[src/rtl/apb_cmd_master_if.sv]
// -----------------------------------------------------------------------------
// apb_cmd_master_if
// Groups the signals of apb_cmd_master into one bundle: the command channel
// from the sequencer, the response channel back to it, the busy flag and the
// APB4 master bus towards the interconnect.
//
// Signals:
//   cmd_valid/cmd_ready        command handshake (sequencer -> master)
//   cmd_write/addr/wdata/strb  command payload
//   rsp_valid/rsp_ready        response handshake (master -> sequencer)
//   rsp_rdata/err/timeout      response payload
//   busy                       master has queued or in-flight work
//   PSEL..PSTRB                APB request signals driven by the master
//   PREADY/PRDATA/PSLVERR      APB completion signals driven by the slave
//
// Modports:
//   master  the apb_cmd_master side
//   slave   the environment side (sequencer plus APB slave)
// -----------------------------------------------------------------------------
interface apb_cmd_master_if #(
  parameter int ADDR_W = 32,
  parameter int DATA_W = 32
);
  logic                cmd_valid;
  logic                cmd_ready;
  logic                cmd_write;
  logic [ADDR_W-1:0]   cmd_addr;
  logic [DATA_W-1:0]   cmd_wdata;
  logic [DATA_W/8-1:0] cmd_strb;

  logic                rsp_valid;
  logic                rsp_ready;
  logic [DATA_W-1:0]   rsp_rdata;
  logic                rsp_err;
  logic                rsp_timeout;

  logic                busy;

  logic                PSEL;
  logic                PENABLE;
  logic                PWRITE;
  logic [ADDR_W-1:0]   PADDR;
  logic [DATA_W-1:0]   PWDATA;
  logic [DATA_W/8-1:0] PSTRB;
  logic                PREADY;
  logic [DATA_W-1:0]   PRDATA;
  logic                PSLVERR;

  modport master (
    input  cmd_valid, cmd_write, cmd_addr, cmd_wdata, cmd_strb,
    input  rsp_ready,
    input  PREADY, PRDATA, PSLVERR,
    output cmd_ready,
    output rsp_valid, rsp_rdata, rsp_err, rsp_timeout,
    output busy,
    output PSEL, PENABLE, PWRITE, PADDR, PWDATA, PSTRB
  );

  modport slave (
    output cmd_valid, cmd_write, cmd_addr, cmd_wdata, cmd_strb,
    output rsp_ready,
    output PREADY, PRDATA, PSLVERR,
    input  cmd_ready,
    input  rsp_valid, rsp_rdata, rsp_err, rsp_timeout,
    input  busy,
    input  PSEL, PENABLE, PWRITE, PADDR, PWDATA, PSTRB
  );
endinterface

[src/rtl/apb_cmd_master.sv]
// -----------------------------------------------------------------------------
// apb_cmd_master
// APB4 master driven from a command FIFO. Each queued command is executed as
// one SETUP/ACCESS transfer; its result (read data, slave error or timeout) is
// returned through a single-entry response register with valid/ready.
//
// Ports:
//   PCLK    clock, everything on the rising edge
//   PRESET  synchronous active-high reset
//   bus     apb_cmd_master_if.master: command channel, response channel,
//           busy flag and the APB4 master bus
//
// Parameters:
//   ADDR_W, DATA_W  address / data widths (DATA_W multiple of 8, 8..64)
//   FIFO_DEPTH      command FIFO entries (power of two, >= 2)
//   TIMEOUT         max ACCESS cycles before abort, 0 disables the abort
// -----------------------------------------------------------------------------
module apb_cmd_master #(
  parameter int ADDR_W     = 32,
  parameter int DATA_W     = 32,
  parameter int FIFO_DEPTH = 4,
  parameter int TIMEOUT    = 16
) (
  input  logic             PCLK,
  input  logic             PRESET,
  apb_cmd_master_if.master bus
);
  localparam int STRB_W = DATA_W / 8;
  localparam int PTR_W  = $clog2(FIFO_DEPTH);
  localparam int CNT_W  = PTR_W + 1;
  localparam int WAIT_W = $clog2(TIMEOUT + 1) + 1;
  localparam logic [CNT_W-1:0]  CNT_FULL  = CNT_W'(FIFO_DEPTH);
  localparam logic [WAIT_W-1:0] WAIT_LAST = WAIT_W'((TIMEOUT > 0) ? TIMEOUT - 1 : 0);

  typedef enum logic [1:0] { IDLE, SETUP, ACCESS } state_t;

  state_t r_state;
  state_t w_nextState;

  logic              r_fifoWrite [FIFO_DEPTH];
  logic [ADDR_W-1:0] r_fifoAddr  [FIFO_DEPTH];
  logic [DATA_W-1:0] r_fifoWdata [FIFO_DEPTH];
  logic [STRB_W-1:0] r_fifoStrb  [FIFO_DEPTH];
  logic [PTR_W-1:0]  r_wrPtr;
  logic [PTR_W-1:0]  r_rdPtr;
  logic [CNT_W-1:0]  r_count;
  logic              r_readyEn;

  logic [WAIT_W-1:0] r_waitCnt;
  logic              r_pwrite;
  logic [ADDR_W-1:0] r_paddr;
  logic [DATA_W-1:0] r_pwdata;
  logic [STRB_W-1:0] r_pstrb;

  logic              r_rspValid;
  logic [DATA_W-1:0] r_rspRdata;
  logic              r_rspErr;
  logic              r_rspTimeout;

  logic w_cmdReady;
  logic w_push;
  logic w_pop;
  logic w_empty;
  logic w_start;
  logic w_timeout;
  logic w_done;
  logic w_psel;
  logic w_penable;
  logic w_busy;

  // r_readyEn holds cmd_ready low for the reset cycle itself, so every output
  // reads 0 while PRESET is being applied. A full FIFO refuses a push even
  // when a pop happens on the same edge.
  assign w_cmdReady = r_readyEn && (r_count != CNT_FULL);
  assign w_push     = bus.cmd_valid && w_cmdReady;
  assign w_empty    = (r_count == '0);

  // A transfer may only start while the response slot is free or draining,
  // which guarantees a completion never overwrites an unread response.
  assign w_start   = (r_state == IDLE) && !w_empty && (!r_rspValid || bus.rsp_ready);
  assign w_timeout = (TIMEOUT != 0) && !bus.PREADY && (r_waitCnt == WAIT_LAST);
  assign w_done    = (r_state == ACCESS) && (bus.PREADY || w_timeout);
  assign w_pop     = w_done;

  // Command storage: plain array, no reset needed since the count gates it.
  always_ff @(posedge PCLK) begin
    if (w_push) begin
      r_fifoWrite[r_wrPtr] <= bus.cmd_write;
      r_fifoAddr[r_wrPtr]  <= bus.cmd_addr;
      r_fifoWdata[r_wrPtr] <= bus.cmd_wdata;
      r_fifoStrb[r_wrPtr]  <= bus.cmd_strb;
    end
  end

  // FIFO pointers and occupancy count. The head entry stays in the FIFO for
  // the whole transfer and is popped only when the transfer completes.
  always_ff @(posedge PCLK) begin
    if (PRESET) begin
      r_wrPtr   <= '0;
      r_rdPtr   <= '0;
      r_count   <= '0;
      r_readyEn <= 1'b0;
    end else begin
      r_readyEn <= 1'b1;
      if (w_push) r_wrPtr <= r_wrPtr + PTR_W'(1);
      if (w_pop)  r_rdPtr <= r_rdPtr + PTR_W'(1);
      case ({w_push, w_pop})
        2'b10:   r_count <= r_count + CNT_W'(1);
        2'b01:   r_count <= r_count - CNT_W'(1);
        default: r_count <= r_count;
      endcase
    end
  end

  // FSM state register.
  always_ff @(posedge PCLK) begin
    if (PRESET) r_state <= IDLE;
    else        r_state <= w_nextState;
  end

  // FSM next-state logic: SETUP always lasts one cycle, ACCESS until PREADY
  // or the wait-state limit.
  always_comb begin
    w_nextState = r_state;
    case (r_state)
      IDLE:    if (w_start) w_nextState = SETUP;
      SETUP:   w_nextState = ACCESS;
      ACCESS:  if (w_done) w_nextState = IDLE;
      default: w_nextState = IDLE;
    endcase
  end

  // FSM outputs.
  always_comb begin
    w_psel    = (r_state != IDLE);
    w_penable = (r_state == ACCESS);
    w_busy    = (r_state != IDLE) || !w_empty;
  end

  // APB address/control: captured from the FIFO head when a transfer starts
  // and held unchanged until the next start. Reads never drive strobes.
  always_ff @(posedge PCLK) begin
    if (PRESET) begin
      r_pwrite <= 1'b0;
      r_paddr  <= '0;
      r_pwdata <= '0;
      r_pstrb  <= '0;
    end else if (w_start) begin
      r_pwrite <= r_fifoWrite[r_rdPtr];
      r_paddr  <= r_fifoAddr[r_rdPtr];
      r_pwdata <= r_fifoWdata[r_rdPtr];
      r_pstrb  <= r_fifoWrite[r_rdPtr] ? r_fifoStrb[r_rdPtr] : '0;
    end
  end

  // Wait-state counter: counts ACCESS cycles with PREADY low, cleared at the
  // start of every transfer.
  always_ff @(posedge PCLK) begin
    if (PRESET) begin
      r_waitCnt <= '0;
    end else if (w_start) begin
      r_waitCnt <= '0;
    end else if ((r_state == ACCESS) && !bus.PREADY) begin
      r_waitCnt <= r_waitCnt + WAIT_W'(1);
    end
  end

  // Response register. PREADY wins over the timeout on the same cycle; the
  // slave's PRDATA/PSLVERR only matter when PREADY is high.
  always_ff @(posedge PCLK) begin
    if (PRESET) begin
      r_rspValid   <= 1'b0;
      r_rspRdata   <= '0;
      r_rspErr     <= 1'b0;
      r_rspTimeout <= 1'b0;
    end else if (w_done) begin
      r_rspValid   <= 1'b1;
      r_rspRdata   <= (bus.PREADY && !r_pwrite && !bus.PSLVERR) ? bus.PRDATA : '0;
      r_rspErr     <= bus.PREADY ? bus.PSLVERR : 1'b1;
      r_rspTimeout <= !bus.PREADY;
    end else if (r_rspValid && bus.rsp_ready) begin
      r_rspValid   <= 1'b0;
    end
  end

  assign bus.cmd_ready   = w_cmdReady;
  assign bus.rsp_valid   = r_rspValid;
  assign bus.rsp_rdata   = r_rspRdata;
  assign bus.rsp_err     = r_rspErr;
  assign bus.rsp_timeout = r_rspTimeout;
  assign bus.busy        = w_busy;
  assign bus.PSEL        = w_psel;
  assign bus.PENABLE     = w_penable;
  assign bus.PWRITE      = r_pwrite;
  assign bus.PADDR       = r_paddr;
  assign bus.PWDATA      = r_pwdata;
  assign bus.PSTRB       = r_pstrb;
endmodule

[src/flat_wrapper.sv]
// flat-port wrapper written by rule: the top's interface ports become plain ports
module apb_cmd_master_flat 
#(
  parameter int ADDR_W     = 32,
  parameter int DATA_W     = 32,
  parameter int FIFO_DEPTH = 4,
  parameter int TIMEOUT    = 16
)
  (PCLK, PRESET, bus_cmd_valid, bus_cmd_write, bus_cmd_addr, bus_cmd_wdata, bus_cmd_strb, bus_rsp_ready, bus_PREADY, bus_PRDATA, bus_PSLVERR, bus_cmd_ready, bus_rsp_valid, bus_rsp_rdata, bus_rsp_err, bus_rsp_timeout, bus_busy, bus_PSEL, bus_PENABLE, bus_PWRITE, bus_PADDR, bus_PWDATA, bus_PSTRB);
  apb_cmd_master_if #(.ADDR_W(ADDR_W), .DATA_W(DATA_W)) bus_i ();
  input  logic PCLK;
  input  logic PRESET;
  input wire logic [$bits(bus_i.cmd_valid)-1:0] bus_cmd_valid;
  input wire logic [$bits(bus_i.cmd_write)-1:0] bus_cmd_write;
  input wire logic [$bits(bus_i.cmd_addr)-1:0] bus_cmd_addr;
  input wire logic [$bits(bus_i.cmd_wdata)-1:0] bus_cmd_wdata;
  input wire logic [$bits(bus_i.cmd_strb)-1:0] bus_cmd_strb;
  input wire logic [$bits(bus_i.rsp_ready)-1:0] bus_rsp_ready;
  input wire logic [$bits(bus_i.PREADY)-1:0] bus_PREADY;
  input wire logic [$bits(bus_i.PRDATA)-1:0] bus_PRDATA;
  input wire logic [$bits(bus_i.PSLVERR)-1:0] bus_PSLVERR;
  output wire logic [$bits(bus_i.cmd_ready)-1:0] bus_cmd_ready;
  output wire logic [$bits(bus_i.rsp_valid)-1:0] bus_rsp_valid;
  output wire logic [$bits(bus_i.rsp_rdata)-1:0] bus_rsp_rdata;
  output wire logic [$bits(bus_i.rsp_err)-1:0] bus_rsp_err;
  output wire logic [$bits(bus_i.rsp_timeout)-1:0] bus_rsp_timeout;
  output wire logic [$bits(bus_i.busy)-1:0] bus_busy;
  output wire logic [$bits(bus_i.PSEL)-1:0] bus_PSEL;
  output wire logic [$bits(bus_i.PENABLE)-1:0] bus_PENABLE;
  output wire logic [$bits(bus_i.PWRITE)-1:0] bus_PWRITE;
  output wire logic [$bits(bus_i.PADDR)-1:0] bus_PADDR;
  output wire logic [$bits(bus_i.PWDATA)-1:0] bus_PWDATA;
  output wire logic [$bits(bus_i.PSTRB)-1:0] bus_PSTRB;
  assign bus_i.cmd_valid = bus_cmd_valid;
  assign bus_i.cmd_write = bus_cmd_write;
  assign bus_i.cmd_addr = bus_cmd_addr;
  assign bus_i.cmd_wdata = bus_cmd_wdata;
  assign bus_i.cmd_strb = bus_cmd_strb;
  assign bus_i.rsp_ready = bus_rsp_ready;
  assign bus_i.PREADY = bus_PREADY;
  assign bus_i.PRDATA = bus_PRDATA;
  assign bus_i.PSLVERR = bus_PSLVERR;
  assign bus_cmd_ready = bus_i.cmd_ready;
  assign bus_rsp_valid = bus_i.rsp_valid;
  assign bus_rsp_rdata = bus_i.rsp_rdata;
  assign bus_rsp_err = bus_i.rsp_err;
  assign bus_rsp_timeout = bus_i.rsp_timeout;
  assign bus_busy = bus_i.busy;
  assign bus_PSEL = bus_i.PSEL;
  assign bus_PENABLE = bus_i.PENABLE;
  assign bus_PWRITE = bus_i.PWRITE;
  assign bus_PADDR = bus_i.PADDR;
  assign bus_PWDATA = bus_i.PWDATA;
  assign bus_PSTRB = bus_i.PSTRB;
  apb_cmd_master #(.ADDR_W(ADDR_W), .DATA_W(DATA_W), .FIFO_DEPTH(FIFO_DEPTH), .TIMEOUT(TIMEOUT)) u_core (.PCLK(PCLK), .PRESET(PRESET), .bus(bus_i));
endmodule
[config.mk]
export PLATFORM = sky130hd
export DESIGN_NAME = apb_cmd_master_flat
export DESIGN_NICKNAME = d
export VERILOG_FILES = /design/src/rtl/apb_cmd_master_if.sv /design/src/rtl/apb_cmd_master.sv /design/src/flat_wrapper.sv
export SDC_FILE = /design/constraint.sdc
export NUM_CORES = 1
export LEC_CHECK = 0
export CORE_MARGIN = 4
export CORE_UTILIZATION = 35
export DETAILED_ROUTE_END_ITERATION = 8
export GPL_TIMING_DRIVEN = 0
export HOLD_SLACK_MARGIN = 0.05
export PLACE_DENSITY = 0.64
export SLEW_MARGIN = 20
export SYNTH_ARGS = -nofsm -noshare
export SYNTH_HDL_FRONTEND = slang
export SYNTH_SLANG_ARGS = --single-unit
[constraint.sdc]
create_clock -name PCLK -period 3.4 [get_ports PCLK]
set_input_delay 0.85 -clock PCLK [delete_from_list [all_inputs] [get_ports PCLK]]
set_output_delay 0.85 -clock PCLK [all_outputs]
set_load 0.01 [all_outputs]
After elaboration in Yosys (flattened, before gate mapping)

Memory sizes are Yosys's and may differ from the RTL's. A register that Yosys moved wholly into a read port is not among the register bits.
Cells that the tools add are included.

Flip-flop bits (word level): 56
Output and inout port bits: 108
Memories kept: 4
Input bits: 107
Logic and storage cells: 70
RAM bits: 276

Memory list:

| name               | words | bits a word | rd ports | clocked after Yosys merged registers in | wr ports | RTL line             | source |
|---|---|---|---|---|---|---|---|
| u_core.r_fifoAddr  | 4     | 32          | 1        | 1                                       | 1        | apb_cmd_master.sv:41 | `logic [ADDR_W-1:0] r_fifoAddr [FIFO_DEPTH];` |
| u_core.r_fifoWdata | 4     | 32          | 1        | 1                                       | 1        | apb_cmd_master.sv:42 | `logic [DATA_W-1:0] r_fifoWdata [FIFO_DEPTH];` |
| u_core.r_fifoStrb  | 4     | 4           | 1        | 1                                       | 1        | apb_cmd_master.sv:43 | `logic [STRB_W-1:0] r_fifoStrb [FIFO_DEPTH];` |
| u_core.r_fifoWrite | 4     | 1           | 1        | 1                                       | 1        | apb_cmd_master.sv:40 | `logic r_fifoWrite [FIFO_DEPTH];` |

Multiplexer cells: 16
Equal/unequal tests: 8
Add/subtract/negate cells: 5
Reductions and logical operators: 25

Operators by type and width:

| kind                                                                    | number |
|---|---|
| 32-bit 2-to-1 mux                                                       | 1 |
| 2-bit 2-to-1 mux                                                        | 6 |
| 1-bit logical AND                                                       | 10 |
| 6-bit by 1-bit adder with 6-bit output, second input constant           | 1 |
| 6-bit by 4-bit == test with 1-bit output, second input constant         | 1 |
| 1-bit 2-to-1 mux                                                        | 6 |
| 2-bit one-hot mux with 3 select lines                                   | 1 |
| 3-bit one-hot mux with 2 select lines                                   | 1 |
| 2-bit nonzero test                                                      | 3 |
| 1-bit logical NOT                                                       | 5 |
| 2-bit by 1-bit adder with 2-bit output, second input constant           | 2 |
| 2-bit by 1-bit == test with 1-bit output, second input constant         | 2 |
| 2-bit == test, second input constant                                    | 2 |
| 4-bit 2-to-1 mux                                                        | 1 |
| 2-bit by 1-bit inequality test with 1-bit output, second input constant | 2 |
| 3-bit by 1-bit adder with 3-bit output, second input constant           | 1 |
| 3-bit logical NOT                                                       | 1 |
| 1-bit logical OR                                                        | 3 |
| 3-bit inequality test, second input constant                            | 1 |
| 3-bit by 1-bit subtractor with 3-bit output, second input constant      | 1 |
| 2-bit logical NOT                                                       | 1 |
| 2-bit AND reduction                                                     | 1 |
| 2-bit OR reduction                                                      | 1 |

Depth between registers and ports, before layout

Word-level depth: 6
Gate-level depth with buffers: 11
Gate-level depth less buffers: 11

Worst setup path after synthesis

OpenSTA, ideal clock, no wires.

Path type: in2reg
From: in bus_cmd_valid
To: mem u_core.r_fifoAddr[0][0], enable pin
Buffers on the path: 0
Stages on the path: 1
Data required time: 2.965 ns
Data arrival time: 2.507 ns
Setup slack: 0.458 ns
Cell sequence: and3_1

Cells in the longest elaborated chain, start to end: 3

Ends and longest elaborated chain:

| element                                | RTL line             | source |
|---|---|---|
| start, declared                        | flat_wrapper.sv:13   | `input wire logic [$bits(bus_i.cmd_valid)-1:0] bus_cmd_valid;` |
| 1-bit logical AND                      | apb_cmd_master.sv:75 | `assign w_push = bus.cmd_valid && w_cmdReady;` |
| 1-bit 2-to-1 mux                       | apb_cmd_master.sv:87 | `if (w_push) begin` |
| 1-bit 2-to-1 mux (implied by the code) | apb_cmd_master.sv:89 | `r_fifoAddr[r_wrPtr] <= bus.cmd_addr;` |
| end, declared                          | apb_cmd_master.sv:41 |  |

No other way between the ends.

Worst setup path in the final report

From: reg u_core.r_state[1]
To: out bus_PENABLE

Cells in the longest elaborated chain, start to end: 1

Ends and longest elaborated chain:

| element                | RTL line              | source |
|---|---|---|
| start, declared        | apb_cmd_master.sv:37  | `state_t r_state;` |
| start signal, assigned | apb_cmd_master.sv:118 | `else r_state <= w_nextState;` |
| 2-bit == test          | apb_cmd_master.sv:136 | `w_penable = (r_state == ACCESS);` |
| end, declared          | flat_wrapper.sv:29    | `output wire logic [$bits(bus_i.PENABLE)-1:0] bus_PENABLE;` |

No other way between the ends.

==> results list <==
- After legalization and detailed placement, the total HPWL measured roughly 22,000 um.
- Yosys warnings: 0
* Pre-antenna DRT Iters: 6
* Area growth from synthesis to layout: 30.7%
* Fraction of met2 tracks used by global routing: about 25%
* Crit path cell chain: nor2b_1 > clkbuf_1 > clkdlybuf4s50_1
- The routed layout has 8,266 vias.
* Register area share after synthesis: 73.3%
- Site row count: 74
- Along the worst path, the maximum fanout reaches 6.
- During placement, the flow inserted port buffers numbering 212.
- Root Buffer Master: sky130_fd_sc_hd__clkbuf_16
* Pin slew with the least headroom to its limit: ~840 ps
- Switching portion of total power: around 22%
- Overall power consumption after layout is estimated at approximately 11 mW.
- Cts repair resizes: 0
* Pwr dens: around 600 mW/mm2
- The total overflow left after global routing is 0.
- GRT Util Overall: 14.9%
- The number of global-route vias before repair came to roughly 8,700.
* Floorplan die area: 0.0452 mm2
* Critical setup path kind: flip-flop to output pin
- Core Box Area: between 0.04 and 0.05 mm2
- Worst rel slew slack: 43.8%
- Combinational logic is responsible for 8.8% of the overall power.
- Yosys reg bits: 398
* Peak clock frequency supported by timing: ~350 MHz
* Met1 track demand over resource in global routing: 19.3%
- The clock network is responsible for 43.8% of the overall power.
- Cell types occupying the most area after synthesis: sky130_fd_sc_hd__edfxtp_1 (57%), sky130_fd_sc_hd__dfxtp_1 (17%), sky130_fd_sc_hd__mux4_2 (11%)
- Of the cells placed in the final design, the portion with a size suffix greater than 1 is between 15 and 20%.
- Count of flip-flops with a built-in enable after synthesis: 276
- The number of buffers and inverters on the critical path is 2.
* Worst-case clock skew: about 13 ps
* Starting DRT DRC Count: 332
- Fraction of registers with async set/reset: 0%
- STA puts the critical path data arrival time at between 1500 and 2000 ps.
- Number of maximum-capacitance violations: 0
- The multi-input combinational cells in the finished layout cover a total of about 0.0036 mm2.
* RSZ-0062 raised after global routing: no
- Clock tree from TritonCTS: yes
- Among all stages on the critical path, the largest delay is contributed by sky130_fd_sc_hd__clkdlybuf4s50_1.
- Result of the run: completed
- Of all cell types, the one taking the most synthesized area is sky130_fd_sc_hd__edfxtp_1.
- Static leakage: about 6.4 nW
- Average footprint of a synthesized cell: approximately 16 um2
- Initial standard-cell utilization of the core: 35.6%
- The number of antenna violations at the first check in global routing came to 3.
- Using the TritonRoute via totals, the vias-per-cell ratio works out to about 4.8.
- Routability cong.: about 0.76
- For this run, the leading register cell type out of synthesis is sky130_fd_sc_hd__edfxtp_1.
* Count of boundary I/O pins: 215
* Hold WS: roughly 450 ps
* Wirelength, routed: approximately 34,000 um
- The H-tree was split into 2 levels.
* Overall die width: ~210 um
- Max rail drop VDD: about 460 uV
- Count of mapped cells out of synthesis: around 900
* Number of buffers created by CTS: between 40 and 50
- For this design the total switching power over the nets is between 2 and 3 mW.
- Crit. End Element: output pin
* Number of setup violations in the final report: 0
- Met3 demand-to-capacity share in global routing: 3.94%
- Launching element type of the critical path: flip-flop
* P_int: around 9 mW
- Data on the critical path is required at its endpoint by approximately 2600 ps.
* Final count of hold timing violations: 0
- In this run the biggest area consumer among cell types represents ~57% of the synthesized area.
- In this run, flip-flops and latches consume 47.3% of the power.
- Fill count: around 3,600
* Highest cell delay on the worst timing path: around 630 ps
- DRC viols: 0
- Adding up every negative setup slack in the final design gives 0 ps.
- FF/Latch Area: ~0.011 mm2
- Measured along the y axis, the die boundary spans about 210 um.
- Largest buffer count on any clock path: 3
* Final Net Count: about 1,300
- CTS Hold Bufs: 0
* Slew Viols, Final: 0
- Ratio of final minimum period to clock period: between 80% and 90%
* Clock period minus final worst setup slack: about 2800 ps
* Synth Cell Area: between 0.01 and 0.015 mm2
- Entering global routing, the biggest net connects 43 pins.
* Path class of the lowest-slack min-delay path: flip-flop to flip-flop
* Most used routing layer in global routing: met2
- Number of antenna-violating nets in the routed design: 0
- Worst-skew pair later-pin latency: around 570 ps
* Clock-pin slew reported for the worst setup and hold paths after clock tree synthesis: ~60 ps
- Cell family contributing the most delay on the critical path: buffers and inverters
- Number of clock sinks seen by CTS: about 400
- In the final routed layout, each cell accounts on average for between 15 and 20 um.
- Count of distinct cell types in the synthesized netlist: between 40 and 50
- Post CTS Setup Buffer Count: 0
- Syn Nets: slightly above 1,000
- Wire length of the first global-routing pass: slightly above 50,000 um
worst paths after layout:
kind | from | end | depth (start not counted) | slack, ps
hold / removal | u_core.bus.PWDATA[12] | u_core.bus.PWDATA[12] | 2 | 450
setup reg to reg | u_core.r_waitCnt[0] | u_core.r_count[2] | 11 | 740
hold reg to reg | u_core.bus.PWDATA[12] | u_core.bus.PWDATA[12] | 2 | 450
setup / recovery | u_core.r_state[1] | bus_PENABLE | 3 | 560
metrics by stage:
step                util, %  instance area (um2)  instances  setup WS (ps)
floorplan                 -                14600        904            458
detailed placement     42.7                17600       1652            438
global placement       42.4                17400       1648          -1690
global route           46.5                19100       1734            458
finish                 46.5                19100       1735            557
CTS                    46.5                19100       1734            527
registers in the layout (all words and copies together), names as in the netlist, 2 cells and up, named ones only:
| signal | flops |
|---|---|
| u_core.bus.PADDR | 32 |
| u_core.r_state | 2 |
| u_core.r_waitCnt | 6 |
| u_core.r_wrPtr | 2 |
| u_core.bus.rsp_rdata | 32 |
| u_core.r_count | 3 |
| u_core.r_fifoStrb | 16 |
| u_core.r_fifoWdata | 128 |
| u_core.bus.PWDATA | 32 |
| u_core.r_fifoWrite | 4 |
| u_core.r_rdPtr | 2 |
| u_core.r_fifoAddr | 128 |
| u_core.bus.PSTRB | 4 |
Yosys cell counts (2+ instances only):
library cell and count:
sky130_fd_sc_hd__and3_1 4, sky130_fd_sc_hd__buf_12 3, sky130_fd_sc_hd__clkbuf_1 17, sky130_fd_sc_hd__nor2_1 10, sky130_fd_sc_hd__a21oi_1 74, sky130_fd_sc_hd__o21ai_0 2, sky130_fd_sc_hd__nor3_1 7, sky130_fd_sc_hd__mux4_2 69
sky130_fd_sc_hd__nand2b_1 2, sky130_fd_sc_hd__xnor2_1 2, sky130_fd_sc_hd__buf_2 16, sky130_fd_sc_hd__nand4_1 2, sky130_fd_sc_hd__nand2_1 200, sky130_fd_sc_hd__edfxtp_1 276, sky130_fd_sc_hd__mux2_2 3, sky130_fd_sc_hd__mux2i_1 34
sky130_fd_sc_hd__buf_6 5, sky130_fd_sc_hd__nor2b_1 3, sky130_fd_sc_hd__ha_1 6, sky130_fd_sc_hd__buf_4 9, sky130_fd_sc_hd__inv_1 9, sky130_fd_sc_hd__xor2_1 6, sky130_fd_sc_hd__dfxtp_1 122, sky130_fd_sc_hd__nand3_1 5
power groups by stage:
stage	Clock [mW]	Sequential, mW	Combinational (mW)
2_1_floorplan	0	5.57	0.436
3_3_place_gp	0	5.55	1.02
3_5_place_dp	0	5.54	1.04
4_1_cts	5.19	5.44	1.05
5_1_grt	5.41	5.45	1.12
6_report	5.04	5.44	1.02
layer usage:
layer,wire length (um),share of wire [%]
met5,60,0.18
met1,14700,44
met2,16200,48
met4,738,2.2
met3,2110,6.2
layout by cell type, fill, tap and decap left out, drive strengths merged, types with 10 or more instances in the layout:
master and count:
a21oi 74, buf 38, clkbuf 79, clkdlybuf4s50 212
clkinv 11, dfxtp 122, edfxtp 276, inv 13
mux2i 34, mux4 69, nand2 200, nor2 10
kinds of logic (layout without fill, tap and decap cells):
| logic type | after synthesis | in the layout | share of synthesized area [%] |
|---|---|---|---|
| fa+ha+maj | 7 | 7 | 0.649 |
| buf+inv | 62 | 360 | 2.55 |
| simple gates | 240 | 240 | 6.79 |
| other cells | 0 | 1 | 0 |
| flops | 398 | 398 | 73.3 |
| mux | 106 | 106 | 13.2 |
| compound gates | 83 | 83 | 3.08 |
| xor+xnor | 8 | 8 | 0.479 |
final cells by class:
type	instances	share of cell area [%]
inverters	10	0.196
clock inverters	21	1.52
multi-input cells	444	18.6
clock buffers	61	6.68
repair buffers	216	11.7
plain buffers	52	1.76
diodes	1	0.0131
well taps	532	3.48
flip-flops and latches	398	56.1
worst reg2reg max path: cells and delay by family, from the launching register on:
kind,cells,cell delay [ps]
buf+inv,2,210
flops,1,380
compound gates,2,310
fa+ha+maj,3,830
simple gates,3,700
xor+xnor,1,160
(Power assumes the default switching activity.)
